## config.mk

```make
export PLATFORM = sky130hd
export DESIGN_NAME = dmem_subword
export DESIGN_NICKNAME = d
export VERILOG_FILES = /design/src/rtl/dmem_subword.sv
export SDC_FILE = /design/constraint.sdc
export NUM_CORES = 1
export LEC_CHECK = 0
export ABC_CLOCK_PERIOD_IN_PS = 17800
export BUFFER_PORTS_ARGS = -buffer_cell sky130_fd_sc_hd__buf_2
export CAP_MARGIN = 25
export CORE_AREA = 10 10 320 199
export DETAILED_ROUTE_END_ITERATION = 6
export DIE_AREA = 0 0 330 209
export SLEW_MARGIN = 20
export SYNTH_ARGS = -nofsm -noshare
export SYNTH_HDL_FRONTEND = slang
export SYNTH_SLANG_ARGS = --single-unit
```

## constraint.sdc

```tcl
create_clock -name clk -period 17.8 [get_ports clk]
set_input_delay 1.78 -clock clk [delete_from_list [all_inputs] [get_ports clk]]
set_output_delay 1.78 -clock clk [all_outputs]
set_load 0.02 [all_outputs]
```

## src/rtl/dmem_subword.sv

```systemverilog
// dmem_subword: single-port data memory with byte/half/word access, one
// outstanding request and a fixed, parameterised response latency.
//
// Ports:
//   clk          rising-edge clock
//   rst          synchronous active-high reset (control only; memory is kept)
//   req_valid    request present
//   req_ready    high in IDLE only; a request is taken when valid && ready
//   req_we       1 = store, 0 = load
//   req_addr     byte address (ADDR_W bits), little-endian lanes
//   req_size     00 byte, 01 half, 10 word, 11 illegal
//   req_unsigned load zero-extends when 1, sign-extends when 0
//   req_wdata    right-aligned store data
//   resp_valid   one-cycle pulse, LATENCY+1 cycles after accept
//   resp_rdata   load result (0 for stores, errors and when not valid)
//   resp_err     misaligned/illegal request flag, qualified by resp_valid
module dmem_subword #(
  parameter int ADDR_W  = 6,
  parameter int LATENCY = 0
) (
  input  logic              clk,
  input  logic              rst,
  input  logic              req_valid,
  output logic              req_ready,
  input  logic              req_we,
  input  logic [ADDR_W-1:0] req_addr,
  input  logic [1:0]        req_size,
  input  logic              req_unsigned,
  input  logic [31:0]       req_wdata,
  output logic              resp_valid,
  output logic [31:0]       resp_rdata,
  output logic              resp_err
);

  localparam int DEPTH = 1 << (ADDR_W - 2);
  // WAIT lasts LATENCY cycles: counter runs LATENCY-1 .. 0 and RESP follows.
  localparam logic [3:0] CNT_LOAD = (LATENCY > 0) ? 4'(LATENCY - 1) : 4'd0;

  typedef enum logic [1:0] {IDLE, WAIT, RESP} state_t;

  state_t                state;
  state_t                state_nxt;
  logic [3:0]            cnt;
  logic                  accept;
  logic [ADDR_W-3:0]     widx;
  logic [1:0]            lane;
  logic                  misalign;
  logic [31:0]           rd_word;
  logic [31:0]           rdata_p1;
  logic                  err_p1;

  // Memory powers up cleared and is never touched by reset.
  logic [31:0] mem [DEPTH] = '{default: 32'h0};

  function automatic logic is_misaligned(input logic [1:0] size, input logic [1:0] lane_i);
    logic bad;
    bad = 1'b0;
    case (size)
      2'b00:   bad = 1'b0;
      2'b01:   bad = lane_i[0];
      2'b10:   bad = (lane_i != 2'b00);
      default: bad = 1'b1;
    endcase
    return bad;
  endfunction

  function automatic logic [31:0] store_merge(input logic [31:0] old,
                                              input logic [31:0] wd,
                                              input logic [1:0]  size,
                                              input logic [1:0]  lane_i);
    logic [31:0] w;
    w = old;
    case (size)
      2'b00:   w[{lane_i, 3'b000} +: 8]     = wd[7:0];
      2'b01:   w[{lane_i[1], 4'b0000} +: 16] = wd[15:0];
      default: w = wd;
    endcase
    return w;
  endfunction

  function automatic logic [31:0] load_extend(input logic [31:0] w,
                                              input logic [1:0]  size,
                                              input logic [1:0]  lane_i,
                                              input logic        uns);
    logic signed [7:0]  b;
    logic signed [15:0] h;
    logic [31:0]        r;
    b = w[{lane_i, 3'b000} +: 8];
    h = w[{lane_i[1], 4'b0000} +: 16];
    case (size)
      2'b00: begin
        if (uns) r = {24'd0, b};
        else     r = 32'(b);
      end
      2'b01: begin
        if (uns) r = {16'd0, h};
        else     r = 32'(h);
      end
      default: r = w;
    endcase
    return r;
  endfunction

  assign widx     = req_addr[ADDR_W-1:2];
  assign lane     = req_addr[1:0];
  assign misalign = is_misaligned(req_size, lane);
  assign rd_word  = mem[widx];
  // Reset wins over a simultaneous request.
  assign accept   = req_valid && req_ready && !rst;

  // Control state register
  always_ff @(posedge clk) begin
    if (rst) begin
      state <= IDLE;
      cnt   <= 4'd0;
    end else begin
      state <= state_nxt;
      if (accept)
        cnt <= CNT_LOAD;
      else if (state == WAIT && cnt != 4'd0)
        cnt <= cnt - 4'd1;
    end
  end

  always_comb begin
    state_nxt = state;
    case (state)
      IDLE:    if (accept) state_nxt = (LATENCY == 0) ? RESP : WAIT;
      WAIT:    if (cnt == 4'd0) state_nxt = RESP;
      RESP:    state_nxt = IDLE;
      default: state_nxt = IDLE;
    endcase
  end

  always_comb begin
    req_ready  = (state == IDLE);
    resp_valid = (state == RESP);
    resp_rdata = resp_valid ? rdata_p1 : 32'd0;
    resp_err   = resp_valid & err_p1;
  end

  // Accept edge: capture load result and error, commit store
  always_ff @(posedge clk) begin
    if (accept) begin
      rdata_p1 <= (misalign || req_we) ? 32'd0
                                       : load_extend(rd_word, req_size, lane, req_unsigned);
      err_p1   <= misalign;
    end
  end

  always_ff @(posedge clk) begin
    if (accept && req_we && !misalign)
      mem[widx] <= store_merge(rd_word, req_wdata, req_size, lane);
  end

endmodule

```

## Word level (Yosys, flattened, before mapping)

Memory sizes are Yosys's and may differ from the RTL's.
Cells that the tools add are included.

| storage, ports and cells | value |
|---|---|
| register bits after elaboration | 39 |
| bits in writable memories | 512 |
| input bits | 45 |
| word-level logic and storage cells | 50 |
| memories kept | 1 |

Memories:

| name | depth | bits a word | read ports | clocked after Yosys merged registers in | write ports | RTL line | source |
|---|---|---|---|---|---|---|---|
| mem | 16 | 32 | 1 | 0 | 1 | 53 | `logic [31:0] mem [DEPTH] = '{default: 32'h0};` |

| operators by class | value |
|---|---|
| add/sub/neg operators | 3 |
| equal/unequal tests | 6 |
| shift-type cells | 6 |
| mux-type cells | 14 |
| bitwise operators | 1 |
| reductions and logical operators | 15 |

Operators by type and width:

| cell | count |
|---|---|
| $mux 32 | 4 |
| $pmux 32 s2 | 2 |
| $bwmux 32 | 2 |
| $shift 16x7->32 const A | 1 |
| $shift 8x7->32 const A | 1 |
| $shiftx 16x7->32 | 1 |
| $shiftx 32x6->16 | 1 |
| $shiftx 32x6->8 | 1 |
| $shiftx 8x7->32 | 1 |
| $neg 5->7 | 2 |
| $logic_and 1x1->1 | 5 |
| $eq 2x1->1 const B | 2 |
| $eq 2x2->1 const B | 2 |
| $logic_not 2->1 | 2 |
| $logic_not 4->1 | 1 |
| $mux 2 | 2 |
| $ne 2x1->1 const B | 2 |
| $pmux 2 s2 | 1 |
| $reduce_bool 4->1 | 1 |
| $sub 4x1->4 const B | 1 |
| $pmux 1 s3 | 1 |
| $logic_not 1->1 | 2 |
| $mux 1 | 2 |
| $reduce_and 2->1 | 1 |
| other kinds (4) | 4 |

## Longest topological paths before layout

Gate-level depths: netlist of run 1.

| depth | value |
|---|---|
| word-level depth | 7 |
| gate-level depth with buffers | 11 |
| depth with buffers taken out | 7 |

## Least setup slack after synthesis of run 1

No wires, ideal clock.

| timing path | value |
|---|---|
| path type | input to register |
| start point | in rst |
| end point | mem mem[0][0] (enable) |
| arrival | 7.491 ns |
| path slack | 9.848 ns |
| cell stages on the path | 4 |
| path through | nor3b_1 o211ai_1 or3_1 nor3_1 |

| between the ends | value |
|---|---|
| longest elaborated chain between the ends | 6 |

RTL lines:

| what | RTL line | source |
|---|---|---|
| start, declared | 22 | `input logic rst,` |
| $logic_not 1->1 | 109 | `assign accept = req_valid && req_ready && !rst;` |
| $logic_and 1x1->1 | 109 |  |
| $logic_and 1x1->1 (2 in series) | 152 | `if (accept && req_we && !misalign)` |
| $mux 1 | 152 |  |
| $mux 1 (implied by the code) | 153 | `mem[widx] <= store_merge(rd_word, req_wdata, req_size, lane);` |
| end, declared | 53 |  |

Every way passes these cells.

## Final worst setup path of run 1

| timing path | value |
|---|---|
| start point | in req_addr[1] |
| end point | mem mem[11][23] (enable) |

| between the ends | value |
|---|---|
| longest elaborated chain between the ends | 6 |

RTL lines:

| what | RTL line | source |
|---|---|---|
| start, declared | 26 | `input logic [ADDR_W-1:0] req_addr,` |
| $reduce_bool 2->1 | 61 | `2'b10: bad = (lane_i != 2'b00);` |
| $pmux 1 s3 | 58 | `case (size)` |
| $logic_not 1->1 | 152 |  |
| $logic_and 1x1->1 | 152 |  |
| $mux 1 | 152 |  |
| $mux 1 (implied by the code) | 153 |  |

Every way passes these cells.

==> impl_metrics.env, run 1 <==
export IMPL_muxShareOfSynthArea_pct=16.3
export IMPL_r2r_cells=8
export IMPL_reg2reg_from="state[1]"
export IMPL_die_height_um=209
export IMPL_clock_power_share_pct=36.7
export IMPL_core_area_mm2=0.0581
export IMPL_p_per_area_mw_per_mm2=102
export IMPL_synth_cell_type_count=62
export IMPL_finalMaxSlewViolations=0
export IMPL_worstMarginPinSlew_ns=0.983
export IMPL_critPathCaptureType="register"
export IMPL_met1_usage_pct=27.3
export IMPL_p_int_w=0.00202
export IMPL_initial_utilization_pct=39.4
export IMPL_rows=69
export IMPL_cts_tree="yes"
export IMPL_via_count=12600
export IMPL_p_leak_nw=8.31
export IMPL_routedWlPerCell_um=30.2
export IMPL_synth_cell_area_mm2=0.0229
export IMPL_synth_area_top_cells="edfxtp_1 72%, mux4_2 13%, mux4_1 2.0%"
export IMPL_numPortBuffers=79
export IMPL_cts_sinks=546
export IMPL_start_kind="primary input"
export IMPL_drt_iter0_drc=1932
export IMPL_hold_end="state[1]"
export IMPL_yosys_area_top_type="edfxtp_1"
export IMPL_areaGrowthSynthToFinish_pct=12.7
export IMPL_drtPass1Iterations=6
export IMPL_dominantRegCellSynth="edfxtp_1"
export IMPL_synthArstFlopShare_pct=0
export IMPL_critical_path_arrival_ns=5.49
export IMPL_synth_top_cell_area_share_pct=71.5
export IMPL_synthCells=1182
export IMPL_ant_nets=0
export IMPL_synth_seq_cells=546
export IMPL_via_per_inst=5.96
export IMPL_place_hpwl_mm=40.5
export IMPL_switching_share_pct=23.0
export IMPL_dpl_cell_area_mm2=0.0243
export IMPL_antenna_found_initial=3
export IMPL_hold_start="state[1]"
export IMPL_period_needed_ns=5.25
export IMPL_cts_setup_buffers=0
export IMPL_rsz0062_at_grt="no"
export IMPL_stdcell_count=2110
export IMPL_fin_nets=1341
export IMPL_comb_power_share_pct=8.2
export IMPL_io_pins=80
export IMPL_slowest_stage="nor2_4"
export IMPL_slowest_delay_ns=0.79
export IMPL_cts_buffers=48
export IMPL_wirelength_mm=63.7
export IMPL_worst_slack_ns=12.55
export IMPL_setup_viol=0
export IMPL_ctsRootBufferMaster="clkbuf_16"
export IMPL_fin_crit_sh_pct=29.5
export IMPL_dp_cells=2018
export IMPL_post_cts_resize_count=0
export IMPL_clockBufferDepth=3
export IMPL_busiest_layer="met1"
export IMPL_dieArea_mm2=0.0690
export IMPL_max_freq_mhz=190
export IMPL_globalRouteOverflowTotal=0
export IMPL_layout_drive_gt1_share_pct=27.6
export IMPL_hold_viol=0
export IMPL_synthSimpleGateAreaFrac_pct=3.87
export IMPL_critPathBufInv=4
export IMPL_syn_num_nets=1232
export IMPL_grt_max_degree=58
export IMPL_r2r_slack_ns=14.29
export IMPL_synth_adder_area_share_pct=0.273
export IMPL_synth_top_family_by_area="multiplexers"
export IMPL_path_cells="buf_2 -> inv_1 -> ha_1 -> nor2b_1 -> o211ai_1 -> inv_1 -> nand3_1 -> nor2_4 -> buf_4"
export IMPL_yosys_warnings=0
export IMPL_drcViolationCount=0
export IMPL_synth_edff_count=545
export IMPL_r2r_end="mem[11][23]"
export IMPL_use_met2_pct=25.2
export IMPL_status="finished, final reports clean"
export IMPL_cp_common_cell="inv_1"
export IMPL_gp_congestion=0.885
export IMPL_ys_seq_area_share_pct=71.6
export IMPL_synthTopCellsByCount="545 x edfxtp_1, 129 x mux4_2, 60 x nand2_1"
export IMPL_clk_latency_ns=0.58
export IMPL_synth_compound_area_share_pct=5.92
export IMPL_irDropWorstVdd_mv=0.0666
export IMPL_tns_ns=0
export IMPL_min_path_cells=2
export IMPL_die_x_um=330
export IMPL_grtUsageMet3_pct=5.45
export IMPL_slew_headroom_pct=34.0
export IMPL_required_ns=18.03
export IMPL_synth_xor_area_share_pct=0
export IMPL_yosysMostFrequentCell="edfxtp_1"
export IMPL_grt_total_usage_pct=18.0
export IMPL_worstSetupPathType="in -> reg"
export IMPL_crit_family="buffers and inverters"
export IMPL_finClkSkew_ns=0.0167
export IMPL_stdcell_area_mm2=0.0258
export IMPL_hp_class="reg -> reg"
export IMPL_dp_slack_ns=12.00
export IMPL_power_switching_w=0.000603
export IMPL_grt_pass1_vias=12100
export IMPL_worst_path_max_fanout=38
export IMPL_seqPwrFrac_pct=55.1
export IMPL_h_tree_depth=2
export IMPL_path_clk_slew_ns=0.06
export IMPL_grt_pass1_wl_mm=90.4
export IMPL_drv_cap=0
export IMPL_syn_area_per_cell_um2=19.4
export IMPL_postCtsHoldBufs=0
state kept, by name (all words and copies together), names as in the netlist:
register  cells
state         1
rdata_p1     32
err_p1        1
mem         512
worst max path at each step:
stage	startpoint	endpoint	slack, ns	cells past startpoint
after detailed placement	req_addr[1]	mem[3][0]	12.00	9
after global placement	req_addr[1]	mem[3][0]	12.02	9
after global routing	req_addr[1]	mem[3][31]	12.31	9
after CTS	req_addr[1]	mem[3][2]	12.59	9
final	req_addr[1]	mem[11][23]	12.55	9
after floorplan	rst	mem[0][0]	9.85	4
cell usage in the layout, fill, tap and decap left out, drive strengths merged, types with 6 or more instances in the layout:
cell	Yosys	final
clkinv	0	21
a21oi	32	32
and2	38	38
mux2i	28	28
clkbuf	32	65
nand2b	8	8
a22oi	47	47
and3	6	6
o211ai	16	16
mux4	146	146
nor2b	6	6
o221ai	7	7
nor3	10	10
edfxtp	545	545
nand2	60	60
nor2	39	39
a221oi	7	7
mux2	8	8
inv	8	11
buf	41	129
o21ai	29	29
routing by layer:
layer | vias up | wire length [um]
li1 | 5173 | -
met1 | 6627 | 28600
met2 | 672 | 26900
met3 | 101 | 6810
met4 | 2 | 1300
met5 | - | 13
per-stage QoR:
stage / total power (W) / hold slack, ns / util (%)
floorplan: 0.00160 / 0.822 / -
global placement: 0.00168 / 0.758 / 41.8
detailed placement: 0.00168 / 0.787 / 41.9
CTS: 0.00263 / 0.796 / 44.3
global route: 0.00270 / 0.843 / 44.4
finish: 0.00262 / 0.773 / 44.4
layout make-up:
cell class              instances  area, um^2
clock buffers                  62        1270
well taps                     781         977
inverters                       8        30.0
repair buffers                132         810
clock inverters                25         125
fillers                      4947       32300
multi-input cells             555        6200
diodes                          1        2.50
flip-flops and latches        546       16400
worst reg2reg max path: stages, from the launching register on:
cell      delay [ns]
dfxtp_1         0.30
buf_4           0.24
nor3b_2         0.22
buf_4           0.45
o211ai_1        0.32
inv_1           0.10
nand3_1         0.27
nor2_4          0.79
buf_4           0.47
power groups by stage:
stage	logic, W	clock network (W)	registers (W)
floorplan	0.000132	0	0.00147
global placement	0.000204	0	0.00147
detailed placement	0.000209	0	0.00147
CTS	0.000210	0.000977	0.00144
global route	0.000229	0.00103	0.00144
finish	0.000215	0.000963	0.00144
kinds of logic after synthesis:
| family | after synthesis |
|---|---|
| buf+inv | 81 |
| fa+ha+maj | 5 |
| simple gates | 183 |
| compound gates | 185 |
| flops | 546 |
| mux | 182 |
Note: power is estimated with default switching activity, not from simulation.
==> inputs of run 2 (changes only) <==
--- a/config.mk
+++ b/config.mk
@@ -5,7 +5,7 @@
 export SDC_FILE = /design/constraint.sdc
 export NUM_CORES = 1
 export LEC_CHECK = 0
-export ABC_CLOCK_PERIOD_IN_PS = 17800
+export ABC_CLOCK_PERIOD_IN_PS = 4900
 export BUFFER_PORTS_ARGS = -buffer_cell sky130_fd_sc_hd__buf_2
 export CAP_MARGIN = 25
 export CORE_AREA = 10 10 320 199
==> constraint.sdc (replaced) <==
create_clock -name clk -period 4.9 [get_ports clk]
set_input_delay 0.49 -clock clk [delete_from_list [all_inputs] [get_ports clk]]
set_output_delay 0.49 -clock clk [all_outputs]
set_load 0.02 [all_outputs]
==> impl_metrics.env, run 2 (synthesis results as in run 1) <==
export IMPL_finalMaxSlewViolations=0
export IMPL_critPathCaptureType="register"
export IMPL_die_height_um=209
export IMPL_fillers=4957
export IMPL_antenna_found_initial=2
export IMPL_ant_nets=0
export IMPL_gp_congestion=0.926
export IMPL_critical_path_arrival_ns=3.75
export IMPL_dp_cells=2034
export IMPL_areaGrowthSynthToFinish_pct=14.6
export IMPL_worst_path_max_fanout=70
export IMPL_grt_total_usage_pct=18.5
export IMPL_io_pins=80
export IMPL_p_per_area_mw_per_mm2=371
export IMPL_tns_ns=0
export IMPL_cts_sinks=546
export IMPL_postCtsHoldBufs=0
export IMPL_hp_class="in -> reg"
export IMPL_max_freq_mhz=283
export IMPL_cts_tree="yes"
export IMPL_cts_buffers=49
export IMPL_die_x_um=330
export IMPL_h_tree_depth=2
export IMPL_final_common_cell="edfxtp_1"
export IMPL_globalRouteOverflowTotal=0
export IMPL_via_per_inst=6.03
export IMPL_fin_crit_sh_pct=72.0
export IMPL_routedWlPerCell_um=30.4
export IMPL_largestRegisters="mem (512), rdata_p1 (32)"
export IMPL_drcViolationCount=0
export IMPL_numPortBuffers=79
export IMPL_path_clk_slew_ns=0.06
export IMPL_grt_pass1_vias=12500
export IMPL_grt_max_degree=71
export IMPL_place_hpwl_mm=41.8
export IMPL_multiInputGateArea_mm2=0.00622
export IMPL_rsz0062_at_grt="no"
export IMPL_dp_slack_ns=0.896
export IMPL_dieArea_mm2=0.0690
export IMPL_required_ns=5.12
export IMPL_layout_drive_gt1_share_pct=28.6
export IMPL_clockBufferDepth=3
export IMPL_cts_setup_buffers=0
export IMPL_period_needed_ns=3.53
export IMPL_fin_nets=1355
export IMPL_worstSetupPathType="in -> reg"
export IMPL_wirelength_mm=64.7
export IMPL_r2r_slack_ns=2.03
export IMPL_hold_viol=0
export IMPL_worstMarginPinSlew_ns=1.02
export IMPL_drtPass1Iterations=5
export IMPL_seq_area_mm2=0.0164
export IMPL_largest_reg_flops=512
export IMPL_slew_headroom_pct=32.3
export IMPL_final_util_pct=45.2
export IMPL_ctsRootBufferMaster="clkbuf_16"
export IMPL_core_area_mm2=0.0581
export IMPL_layout_common_cells="545 x edfxtp_1, 129 x mux4_2, 77 x buf_2"
export IMPL_rows=69
export IMPL_clk_latency_ns=0.60
export IMPL_hold_end="state[1]"
export IMPL_start_kind="primary input"
export IMPL_post_cts_resize_count=0
export IMPL_finClkSkew_ns=0.0318
export IMPL_grt_pass1_wl_mm=92.5
export IMPL_hold_start="rst"
export IMPL_via_count=12800
export IMPL_worst_slack_ns=1.37
export IMPL_r2r_end="rdata_p1[29]"
export IMPL_p_leak_nw=8.48
export IMPL_whs_ns=0.102
export IMPL_reg2reg_from="mem[6][7]"
export IMPL_min_path_cells=2
export IMPL_status="finished, final reports clean"
export IMPL_r2r_cells=5
export IMPL_drt_iter0_drc=1817
export IMPL_stdcell_count=2126
export IMPL_setup_viol=0
export IMPL_drv_cap=0
export IMPL_irDropWorstVdd_mv=0.297
export IMPL_max_flop_register="mem"
export IMPL_initial_utilization_pct=39.4
run 2: cell count changes in the layout (fill, tap and decap cells not counted), sizes merged:
cell	before	now
buf	129	144
clkbuf	65	59
bufinv	0	3
clkinvlp	1	3
diode	1	3
run 2: power by group:
group	switching, W	total [W]	internal, W	leakage [nW]
sequential	0.00000586	0.00524	0.00523	4.96
clock	0.00170	0.00370	0.00201	0.730
combinational	0.000525	0.000797	0.000272	2.79
total	0.00223	0.00974	0.00751	8.48
run 2: layer usage:
layer	vias to the layer above	global-route usage [%]	wire (um)
li1	5210	-	-
met1	6802	28.0	28300
met2	714	26.5	28000
met3	98	4.68	7010
met4	0	4.20	1430
met5	-	0	0
run 2: critical path, stage by stage:
cell	delay [ns]
clkbuf_8	0.65
buf_4	0.44
mux2i_1	0.26
mux4_2	0.38
nand2_1	0.11
a32oi_2	0.86
o211ai_1	0.42
run 2: how the worst max path moves through the flow:
stage,endpoint,cells past startpoint,slack (ns),startpoint
finish,rdata_p1[29],7,1.37,req_addr[2]
global placement,rdata_p1[29],7,0.88,req_addr[2]
CTS,rdata_p1[29],7,1.52,req_addr[2]
detailed placement,rdata_p1[29],7,0.90,req_addr[2]
floorplan,mem[12][0],4,0.43,state[1]
global route,rdata_p1[29],7,1.21,req_addr[2]
run 2: cell type report:
class | count | share of cell area, %
Sequential cell | 546 | 62.5
Multi-Input combinational cell | 555 | 23.7
Clock buffer | 58 | 4.80
Timing Repair Buffer | 145 | 4.20
Tap cell | 781 | 3.72
Clock inverter | 30 | 0.963
Inverter | 8 | 0.114
Antenna cell | 3 | 0.0286
run 2: through the flow:
step           total power (W)  area [um^2]
6_report               0.00974        26200
5_1_grt                 0.0101        26200
4_1_cts                0.00981        26200
3_5_place_dp           0.00612        24700
3_3_place_gp           0.00610        24700
2_1_floorplan          0.00582        22900
